$ cat src/rtl/spi_pkg.sv
// Shared definitions for the SPI register bank: R/W bit encoding, frame FSM
// state type and helpers that size the frame and the bit counter.
package spi_pkg;

   localparam logic RW_WRITE = 1'b1;
   localparam logic RW_READ  = 1'b0;

   typedef enum logic [1:0] {
      ST_IDLE    = 2'd0,
      ST_ADDR    = 2'd1,
      ST_DATA    = 2'd2,
      ST_OVERRUN = 2'd3
   } spi_state_e;

   // Total frame length: R/W bit + address + data.
   function automatic int unsigned calc_frame_w(input int unsigned addr_w,
                                                input int unsigned data_w);
      return 1 + addr_w + data_w;
   endfunction

   // Counter must reach FRAME_W+1 (overrun saturation value).
   function automatic int unsigned calc_cnt_w(input int unsigned addr_w,
                                              input int unsigned data_w);
      return $clog2(calc_frame_w(addr_w, data_w) + 2);
   endfunction

endpackage

$ cat src/rtl/spi_sync_edge.sv
// Two-flop synchroniser with a third registered copy for edge detection.
// Ports: clk/rst_n, d_i asynchronous input, q_o synchronised level,
//        rise_c_o / fall_c_o single-cycle edge indications.
module spi_sync_edge #(
   parameter logic RESET_LEVEL = 1'b0
) (
   input  logic clk,
   input  logic rst_n,
   input  logic d_i,
   output logic q_o,
   output logic rise_c_o,
   output logic fall_c_o
);

   logic meta_q;
   logic sync_q;
   logic prev_q;

   // Synchroniser chain plus the delayed copy used for edge compare.
   always_ff @(posedge clk or negedge rst_n) begin
      if (!rst_n) begin
         meta_q <= RESET_LEVEL;
         sync_q <= RESET_LEVEL;
         prev_q <= RESET_LEVEL;
      end else begin
         meta_q <= d_i;
         sync_q <= meta_q;
         prev_q <= sync_q;
      end
   end

   assign q_o      = sync_q;
   assign rise_c_o = sync_q & ~prev_q;
   assign fall_c_o = ~sync_q & prev_q;

endmodule

$ cat src/rtl/spi_reg_bank.sv
// SPI register bank: write/read frames of {R/W, address, data}, MSB first,
// into a bank of NUM_REGS registers living in the clk domain.
// Ports: clk/rst_n; sclk_in, ncs_in, copi_in asynchronous SPI pins;
//        cipo_out/cipo_oe read-back data and pad enable; regs_out flattened
//        registers; wr_strobe per-register update pulse; frame_err dropped
//        frame pulse; busy while synchronised NCS is low.
module spi_reg_bank
   import spi_pkg::*;
#(
   parameter int unsigned ADDR_W   = 7,
   parameter int unsigned DATA_W   = 8,
   parameter int unsigned NUM_REGS = 5,
   parameter bit          CPOL     = 1'b0,
   parameter bit          CPHA     = 1'b0,
   parameter logic [NUM_REGS*DATA_W-1:0] RESET_VAL = '0
) (
   input  logic                       clk,
   input  logic                       rst_n,
   input  logic                       sclk_in,
   input  logic                       ncs_in,
   input  logic                       copi_in,
   output logic                       cipo_out,
   output logic                       cipo_oe,
   output logic [NUM_REGS*DATA_W-1:0] regs_out,
   output logic [NUM_REGS-1:0]        wr_strobe,
   output logic                       frame_err,
   output logic                       busy
);

   localparam int unsigned FRAME_W = calc_frame_w(ADDR_W, DATA_W);
   localparam int unsigned CNT_W   = calc_cnt_w(ADDR_W, DATA_W);
   localparam int unsigned REGS_W  = NUM_REGS * DATA_W;
   localparam logic [CNT_W-1:0]  CNT_HDR  = CNT_W'(1 + ADDR_W);
   localparam logic [CNT_W-1:0]  CNT_FULL = CNT_W'(FRAME_W);
   localparam logic [CNT_W-1:0]  CNT_SAT  = CNT_W'(FRAME_W + 1);
   localparam logic [ADDR_W:0]   ADDR_LIM = (ADDR_W + 1)'(NUM_REGS);

   // ---------------- synchronisers ----------------
   logic sclk_rise, sclk_fall, unused_sclk_lvl;
   logic ncs_s, ncs_rise, ncs_fall;
   logic copi_s, unused_copi_rise, unused_copi_fall;

   spi_sync_edge #(.RESET_LEVEL(CPOL)) u_sync_sclk (
      .clk(clk), .rst_n(rst_n), .d_i(sclk_in),
      .q_o(unused_sclk_lvl), .rise_c_o(sclk_rise), .fall_c_o(sclk_fall)
   );

   spi_sync_edge #(.RESET_LEVEL(1'b1)) u_sync_ncs (
      .clk(clk), .rst_n(rst_n), .d_i(ncs_in),
      .q_o(ncs_s), .rise_c_o(ncs_rise), .fall_c_o(ncs_fall)
   );

   spi_sync_edge #(.RESET_LEVEL(1'b0)) u_sync_copi (
      .clk(clk), .rst_n(rst_n), .d_i(copi_in),
      .q_o(copi_s), .rise_c_o(unused_copi_rise), .fall_c_o(unused_copi_fall)
   );

   // Leading edge leaves the idle level; CPHA picks which edge samples.
   logic lead_edge, trail_edge, sample_edge, shift_edge;
   assign lead_edge   = CPOL ? sclk_fall : sclk_rise;
   assign trail_edge  = CPOL ? sclk_rise : sclk_fall;
   assign sample_edge = CPHA ? trail_edge : lead_edge;
   assign shift_edge  = CPHA ? lead_edge  : trail_edge;

   // ---------------- state ----------------
   spi_state_e                  state_q, state_d;
   logic [CNT_W-1:0]            bit_cnt_q, bit_cnt_d;
   logic [FRAME_W-1:0]          rx_shift_q, rx_shift_d;
   logic [DATA_W-1:0]           tx_shift_q, tx_shift_d;
   logic                        cipo_oe_q, cipo_oe_d;
   logic [REGS_W-1:0]           regs_q, regs_d;
   logic [NUM_REGS-1:0]         wr_strobe_q, wr_strobe_d;
   logic                        frame_err_q, frame_err_d;

   logic frame_act_c, overrun_c, sample_c, shift_c;
   logic commit_c, err_c;

   // Header view (valid at bit_count == 1+ADDR_W) and full-frame view.
   logic              hdr_rw;
   logic [ADDR_W-1:0] hdr_addr;
   logic              fr_rw;
   logic [ADDR_W-1:0] fr_addr;
   logic [DATA_W-1:0] fr_data;
   logic [DATA_W-1:0] rd_data_c;

   assign hdr_rw   = rx_shift_q[ADDR_W];
   assign hdr_addr = rx_shift_q[ADDR_W-1:0];
   assign fr_rw    = rx_shift_q[FRAME_W-1];
   assign fr_addr  = rx_shift_q[FRAME_W-2 -: ADDR_W];
   assign fr_data  = rx_shift_q[DATA_W-1:0];

   // FSM state register.
   always_ff @(posedge clk or negedge rst_n) begin
      if (!rst_n) state_q <= ST_IDLE;
      else        state_q <= state_d;
   end

   // FSM next-state logic; NCS rising always returns to IDLE.
   always_comb begin
      state_d = state_q;
      if (ncs_rise) begin
         state_d = ST_IDLE;
      end else begin
         case (state_q)
            ST_IDLE:    if (ncs_fall) state_d = ST_ADDR;
            ST_ADDR:    if (bit_cnt_q == CNT_HDR) state_d = ST_DATA;
            ST_DATA:    if (sample_c && (bit_cnt_q == CNT_FULL)) state_d = ST_OVERRUN;
            default:    ;
         endcase
      end
   end

   // FSM outputs; an SCLK edge coincident with NCS rising is ignored.
   always_comb begin
      frame_act_c = 1'b0;
      overrun_c   = 1'b0;
      case (state_q)
         ST_ADDR, ST_DATA: frame_act_c = ~ncs_s & ~ncs_rise;
         ST_OVERRUN: begin
            frame_act_c = ~ncs_s & ~ncs_rise;
            overrun_c   = 1'b1;
         end
         default: ;
      endcase
   end

   assign sample_c = sample_edge & frame_act_c;
   assign shift_c  = shift_edge & frame_act_c & ~overrun_c;

   // End-of-frame decisions, taken on the synchronised NCS rising edge.
   assign commit_c = ncs_rise && (state_q != ST_OVERRUN) && (bit_cnt_q == CNT_FULL)
                     && (fr_rw == RW_WRITE) && ({1'b0, fr_addr} < ADDR_LIM);
   assign err_c    = ncs_rise && ((state_q == ST_OVERRUN)
                     || ((bit_cnt_q != CNT_FULL) && (bit_cnt_q != '0)));

   // Read-back mux; unimplemented addresses read as zero.
   always_comb begin
      rd_data_c = '0;
      for (int unsigned i = 0; i < NUM_REGS; i++) begin
         if (hdr_addr == ADDR_W'(i)) rd_data_c = regs_q[i*DATA_W +: DATA_W];
      end
   end

   // Datapath next-state.
   always_comb begin
      bit_cnt_d   = bit_cnt_q;
      rx_shift_d  = rx_shift_q;
      tx_shift_d  = tx_shift_q;
      cipo_oe_d   = cipo_oe_q;
      regs_d      = regs_q;
      wr_strobe_d = '0;
      frame_err_d = err_c;

      if ((state_q == ST_IDLE) && ncs_fall) begin
         bit_cnt_d  = '0;
         rx_shift_d = '0;
      end

      if (sample_c) begin
         if (bit_cnt_q != CNT_SAT) bit_cnt_d = bit_cnt_q + CNT_W'(1);
         if (!overrun_c) rx_shift_d = {rx_shift_q[FRAME_W-2:0], copi_s};
      end

      // First shift edge after the header loads read data; later ones shift.
      if (shift_c) begin
         if (!cipo_oe_q && (bit_cnt_q == CNT_HDR) && (hdr_rw == RW_READ)) begin
            tx_shift_d = rd_data_c;
            cipo_oe_d  = 1'b1;
         end else if (cipo_oe_q) begin
            tx_shift_d = {tx_shift_q[DATA_W-2:0], 1'b0};
         end
      end

      // Clearing tx_shift with the enable keeps cipo_out low when not driven.
      if (ncs_rise || overrun_c) begin
         cipo_oe_d  = 1'b0;
         tx_shift_d = '0;
      end

      if (commit_c) begin
         for (int unsigned i = 0; i < NUM_REGS; i++) begin
            if (fr_addr == ADDR_W'(i)) begin
               regs_d[i*DATA_W +: DATA_W] = fr_data;
               wr_strobe_d[i]             = 1'b1;
            end
         end
      end
   end

   // Datapath registers.
   always_ff @(posedge clk or negedge rst_n) begin
      if (!rst_n) begin
         bit_cnt_q   <= '0;
         rx_shift_q  <= '0;
         tx_shift_q  <= '0;
         cipo_oe_q   <= 1'b0;
         regs_q      <= RESET_VAL;
         wr_strobe_q <= '0;
         frame_err_q <= 1'b0;
      end else begin
         bit_cnt_q   <= bit_cnt_d;
         rx_shift_q  <= rx_shift_d;
         tx_shift_q  <= tx_shift_d;
         cipo_oe_q   <= cipo_oe_d;
         regs_q      <= regs_d;
         wr_strobe_q <= wr_strobe_d;
         frame_err_q <= frame_err_d;
      end
   end

   assign cipo_out  = tx_shift_q[DATA_W-1];
   assign cipo_oe   = cipo_oe_q;
   assign regs_out  = regs_q;
   assign wr_strobe = wr_strobe_q;
   assign frame_err = frame_err_q;
   assign busy      = ~ncs_s;

endmodule

$ cat config.mk
export PLATFORM = sky130hd
export DESIGN_NAME = spi_reg_bank
export DESIGN_NICKNAME = d
export VERILOG_FILES = /design/src/rtl/spi_pkg.sv /design/src/rtl/spi_sync_edge.sv /design/src/rtl/spi_reg_bank.sv
export SDC_FILE = /design/constraint.sdc
export NUM_CORES = 1
export LEC_CHECK = 0
export CAP_MARGIN = 30
export CORE_ASPECT_RATIO = 2
export CORE_MARGIN = 4
export CORE_UTILIZATION = 50
export CTS_CLUSTER_DIAMETER = 80
export DETAILED_ROUTE_END_ITERATION = 10
export DONT_BUFFER_PORTS = 1
export GPL_ROUTABILITY_DRIVEN = 0
export PLACE_DENSITY = 0.75
export SETUP_SLACK_MARGIN = 0.05
export SLEW_MARGIN = 20
export SYNTH_ARGS = -nofsm -noshare
export SYNTH_HDL_FRONTEND = slang
export SYNTH_HIERARCHICAL = 1
export SYNTH_SLANG_ARGS = --single-unit
$ cat constraint.sdc
create_clock -name clk -period 3.5 [get_ports clk]
set_clock_uncertainty 0.2 [all_clocks]
set_input_delay 0.7 -clock clk [delete_from_list [all_inputs] [get_ports clk]]
set_output_delay 0.7 -clock clk [all_outputs]
set_load 0.01 [all_outputs]
After elaboration in Yosys (flattened, before gate mapping):

Index checks and enable logic that the tools add are counted.

* bits in registers: 86
* output and inout bits: 49

* $add $sub $neg: 1
* mux-type cells: 31
* bitwise logic cells: 15
* eq/ne operators: 19
* reduce and logical (&&, ||, !) cells: 30
* order comparisons: 1

Operator list (count)
* $mux 8: 9
* $mux 16: 3
* $eq 7x2->1 const B: 4
* $mux 5: 4
* $eq 7x1->1 const B: 2
* $eq 7x3->1 const B: 2
* $logic_not 7->1: 2
* $reduce_and 2->1: 7
* $logic_and 1x1->1: 10
* $mux 1: 10
* $ne 5x5->1 const B: 2
* $ne 3x3->1 const B: 3
* $and 1x1->1: 8
* $mux 2: 4
* $lt 7x3->1 const B: 1
* $not 1->1: 7
* $pmux 2 s3: 1
* $add 5x1->5 const B: 1
* $eq 5x4->1 const B: 1
* $eq 5x5->1 const B: 1
* $reduce_bool 5->1: 1
* $eq 2x2->1 const B: 2
* $reduce_and 4->1: 1
* $reduce_bool 2->1: 2
* 8 further kinds: 9

Logic depth before layout (Yosys ltp):

* depth after elaboration: 10
* mapped depth: 7

Hierarchy:

Netlist, hierarchy kept.

Modules (own cells, without submodules)
* spi_reg_bank: area each 3709.8 sq um, cells each 324, instances 1
* spi_sync_edge at u_sync_copi ...: area each 90.1 sq um, cells each 5, instances 2
* spi_sync_edge at u_sync_ncs: area each 93.8 sq um, cells each 5, instances 1

Least setup slack after synthesis:

OpenSTA, ideal clock, no wires.

* path kind: register to register
* start point: register bit_cnt_q[0]
* end point: register regs_q[10] (netlist: regs_out[10])
* path slack: 0.758 ns
* stages on the path, launching flop included: 8
* data arrival time: 2.417 ns
* data required time: 3.175 ns
* setup time: 0.125 ns
* cell sequence: dfrtp_1 > inv_1 > ha_1 > or4b_4 > or3_1 > buf_6 > nor4b_4 > mux2_2

* longest elaborated chain between the ends: 5

RTL lines
* start, declared: line spi_reg_bank.sv:67 `logic [CNT_W-1:0] bit_cnt_q, bit_cnt_d;`
* start signal, assigned: line spi_reg_bank.sv:201 `bit_cnt_q <= bit_cnt_d;`
* $eq 5x5->1: line spi_reg_bank.sv:131 `assign commit_c = ncs_rise && (state_q != ST_OVERRUN) && (bit_cnt_q == CNT_FULL)`
* $logic_and 1x1->1: line spi_reg_bank.sv:131
* $logic_and 1x1->1 (2 in a row): line spi_reg_bank.sv:132 `&& (fr_rw == RW_WRITE) && ({1'b0, fr_addr} < ADDR_LIM);`
* $reduce_and 2->1 (no source line)
* end signal, assigned: line spi_reg_bank.sv:205 `regs_q <= regs_d;`
* end, declared: line spi_reg_bank.sv:71 `logic [REGS_W-1:0] regs_q, regs_d;`

Every way passes these cells.
A chain may end at the register's enable or synchronous reset.

Worst setup path in the final report:

* start point: register u_sync_ncs.sync_q (netlist: u_sync_ncs/q_o)
* end point: register regs_q[13] (netlist: regs_out[13])

* longest elaborated chain between the ends: 6

RTL lines
* start, declared: line spi_sync_edge.sv:16 `logic sync_q;`
* start signal, assigned: line spi_sync_edge.sv:27 `sync_q <= meta_q;`
* $and 1x1->1: line spi_sync_edge.sv:33 `assign rise_c_o = sync_q & ~prev_q;`
* via ncs_rise: line spi_reg_bank.sv:40 `logic ncs_s, ncs_rise, ncs_fall;`
* $logic_and 1x1->1 (2 in a row): line spi_reg_bank.sv:131
* $logic_and 1x1->1 (2 in a row): line spi_reg_bank.sv:132
* $reduce_and 2->1 (no source line)

The timed path passes the listed nets, and every way through them passes these cells.

==> metrics.md <==
| Metric | Value |
|---|---|
| Clock Tree Buf Depth | `2` |
| Drt drc | `0` |
| Hold Fails Final Rpt | `0` |
| Antenna Cells | `0` |
| Die Span Y | `134 um` |
| Top sig layer | `met4` |
| Critical Path AT | `3.03 ns` |
| Htree depth | `3` |
| # rows | `45` |
| TNS Setup | `0 ns` |
| Initial antenna violation count | `0` |
| Worst ir drop on vdd | `0.318 mV` |
| Synthesized Nets | `348` |
| # setup viols final | `0` |
| Via count | `2,549` |
| R2R setup slack | `0.49 ns` |
| Core area | `7660 um^2` |
| Layout cell share with drive strength beyond 1 | `0.202` |
| Synth-to-Final Area Change | `9.80%` |
| Max Fclk | `0.333 GHz` |
| All-Layer GR Usage | `0.193` |
| Post-placement cell count | `411` |
| Nets@finish | `343` |
| Vias/cell | `5.93` |
| Req. time, crit path | `between 3 and 4 ns` |
| Final period util | `0.859` |
| Number of global-route vias before repair | `roughly 2,600` |
| First-pass GRT wire length | `14,000 um` |
| Worst-Margin Slew | `0.859 ns` |
| Non-Filler Instances | `between 400 and 500` |
| Post-Route WL | `~8500 um` |
| Initial drt markers | `215` |
| Die Wd | `between 70 and 80 um` |
| Area of the multi-input gates | `about 1700 um^2` |
| Storage cell area | `about 2200 um^2` |
| Worst setup SP type | `register` |
| Slowest cell on the critical path | `dfstp_2` |
| Unrepaired setup endpoints after global routing | `false` |
| Hold Path Class | `in -> async` |
| Detail Placement HPWL | `around 6000 um` |
| Clk_lat worst skew | `0.34 ns` |
| Max transition margin | `0.427` |
| Post-CTS sizing | `0` |
| Slew Viols, Final | `0` |
| Filler cells | `roughly 640` |
| Largest net degree at the start of global routing | `85` |
| Yosys warns | `6` |
| Worst-path fanout max | `9` |
| GRT overflow | `0` |
| Met2 routed WL | `4810 um` |
| Tmin final | `approximately 3.0 ns` |
| Initial core utilization | `0.515` |
| Cell area power density | `519 nW/um^2` |
| Reg clk slew, reported paths | `about 0.060 ns` |
| Port bufs | `0` |
| WS Path Type | `reg -> reg` |
| 1st-pass router iterations | `4` |
| CTS buffer count | `9` |
| Drt wl/cell | `19.9 um` |
| Root Driver | `clkbuf_16` |
| Mapped Cells | `about 340` |
| Leakage power total | `1.88 nW` |
| Status | `finished clean` |
| Post-Syn Area | `3940 um^2` |
| WL met3 | `436 um` |
| Max_cap viols | `0` |
| Crit end category | `register` |
| Syn avg cell area | `around 12 um^2` |
| Post-route ant nets | `0` |
| Die area | `9460 um^2` |
| CP max stage delay | `0.58 ns` |
| Io pins | `54` |
| Wl on met1 | `3030 um` |
| Total clock sinks | `86` |
| CP Cell Sequence | `nor2b_1 -> nand3b_1 -> or3_1 -> nor4b_4 -> mux2_2` |
| CTS tree | `built` |
-- report_power, final --
part / internal (W) / switching [W]
clock network: 0.000550 / 0.000362
registers: 0.00102 / 0.0000440
logic: 0.000111 / 0.000156
-- state kept, by name (all words and copies together) (netlist names), 2 cells and up --
| register | cells |
|---|---|
| regs_out | 40 |
| state_q | 2 |
| bit_cnt_q | 5 |
| tx_shift_q | 8 |
| rx_shift_q | 16 |
| wr_strobe | 5 |
-- stage by stage --
step	setup WS, ns	instance area, um^2	hold WS, ns	total power [W]	util
after floorplan	0.758	3940	0.131	0.00127	-
final	0.494	4330	0.0612	0.00225	0.566
after CTS	0.496	4320	0.0794	0.00226	0.564
after global routing	0.290	4330	0.0879	0.00235	0.566
after global placement	0.596	3990	0.133	0.00131	0.522
after detailed placement	0.500	3990	0.135	0.00132	0.522
-- final timing paths --
check	start	endpoint	cells after the start
max in group asynchronous	rst_n	u_sync_ncs/q_o$_DFF_PN1_	1
min reg2reg	u_sync_sclk/meta_q$_DFF_PN0_	u_sync_sclk/q_o$_DFF_PN0_	0
min in group clk	u_sync_sclk/meta_q$_DFF_PN0_	u_sync_sclk/q_o$_DFF_PN0_	0
min	rst_n	regs_out[20]$_DFFE_PN0P_	1
max	u_sync_ncs/q_o$_DFF_PN1_	regs_out[13]$_DFFE_PN0P_	5
max reg2reg	u_sync_ncs/q_o$_DFF_PN1_	regs_out[13]$_DFFE_PN0P_	5
-- cell usage in the layout (no fill, tap or decap), types with 2 or more instances in the layout --
cell type  count
nor3_1         3
nor2b_1        3
nand3_1        3
nand3b_1      10
buf_4          3
dfstp_2        3
o21ai_0       29
o22a_1         6
or4_1          2
nor4_1         2
nor2_1         9
mux2i_1       18
inv_1          5
mux2_2        41
o31ai_1        2
nand2b_1       5
clkinv_2       2
nor4b_1        3
nand2_1       41
o31a_1         2
o21a_1         7
nand4_1        4
and2b_2        2
ha_1           7
dfrtp_1       83
a32oi_1        7
clkbuf_1       3
a21oi_1        2
clkbuf_16      9
-- per-layer routing --
layer  track usage  vias up
li1              -     1189
met1         0.200     1282
met2         0.347       63
met3        0.0559       15
met4        0.0910        0
met5             0        -
-- critical path: cells and delay by family (launching register included) --
family           cells  cell delay [ns]
multiplexers         1             0.40
AND/OR/NAND/NOR      4             1.70
flip-flops           1             0.58
-- layout make-up --
class	instances	share of cell area
Multi-Input combinational cell	223	0.388
Sequential cell	86	0.498
Tap cell	94	0.0272
Clock inverter	4	0.0110
Clock buffer	12	0.0546
Inverter	5	0.00433
Timing Repair Buffer	6	0.0173
-- repair_timing --
item | 4_1_cts | 5_1_grt
buffers inserted | 0 | 0
hold buffers | 2 | 0
hold endpoints to repair | 84 | 0
(Power assumes the default switching activity.)
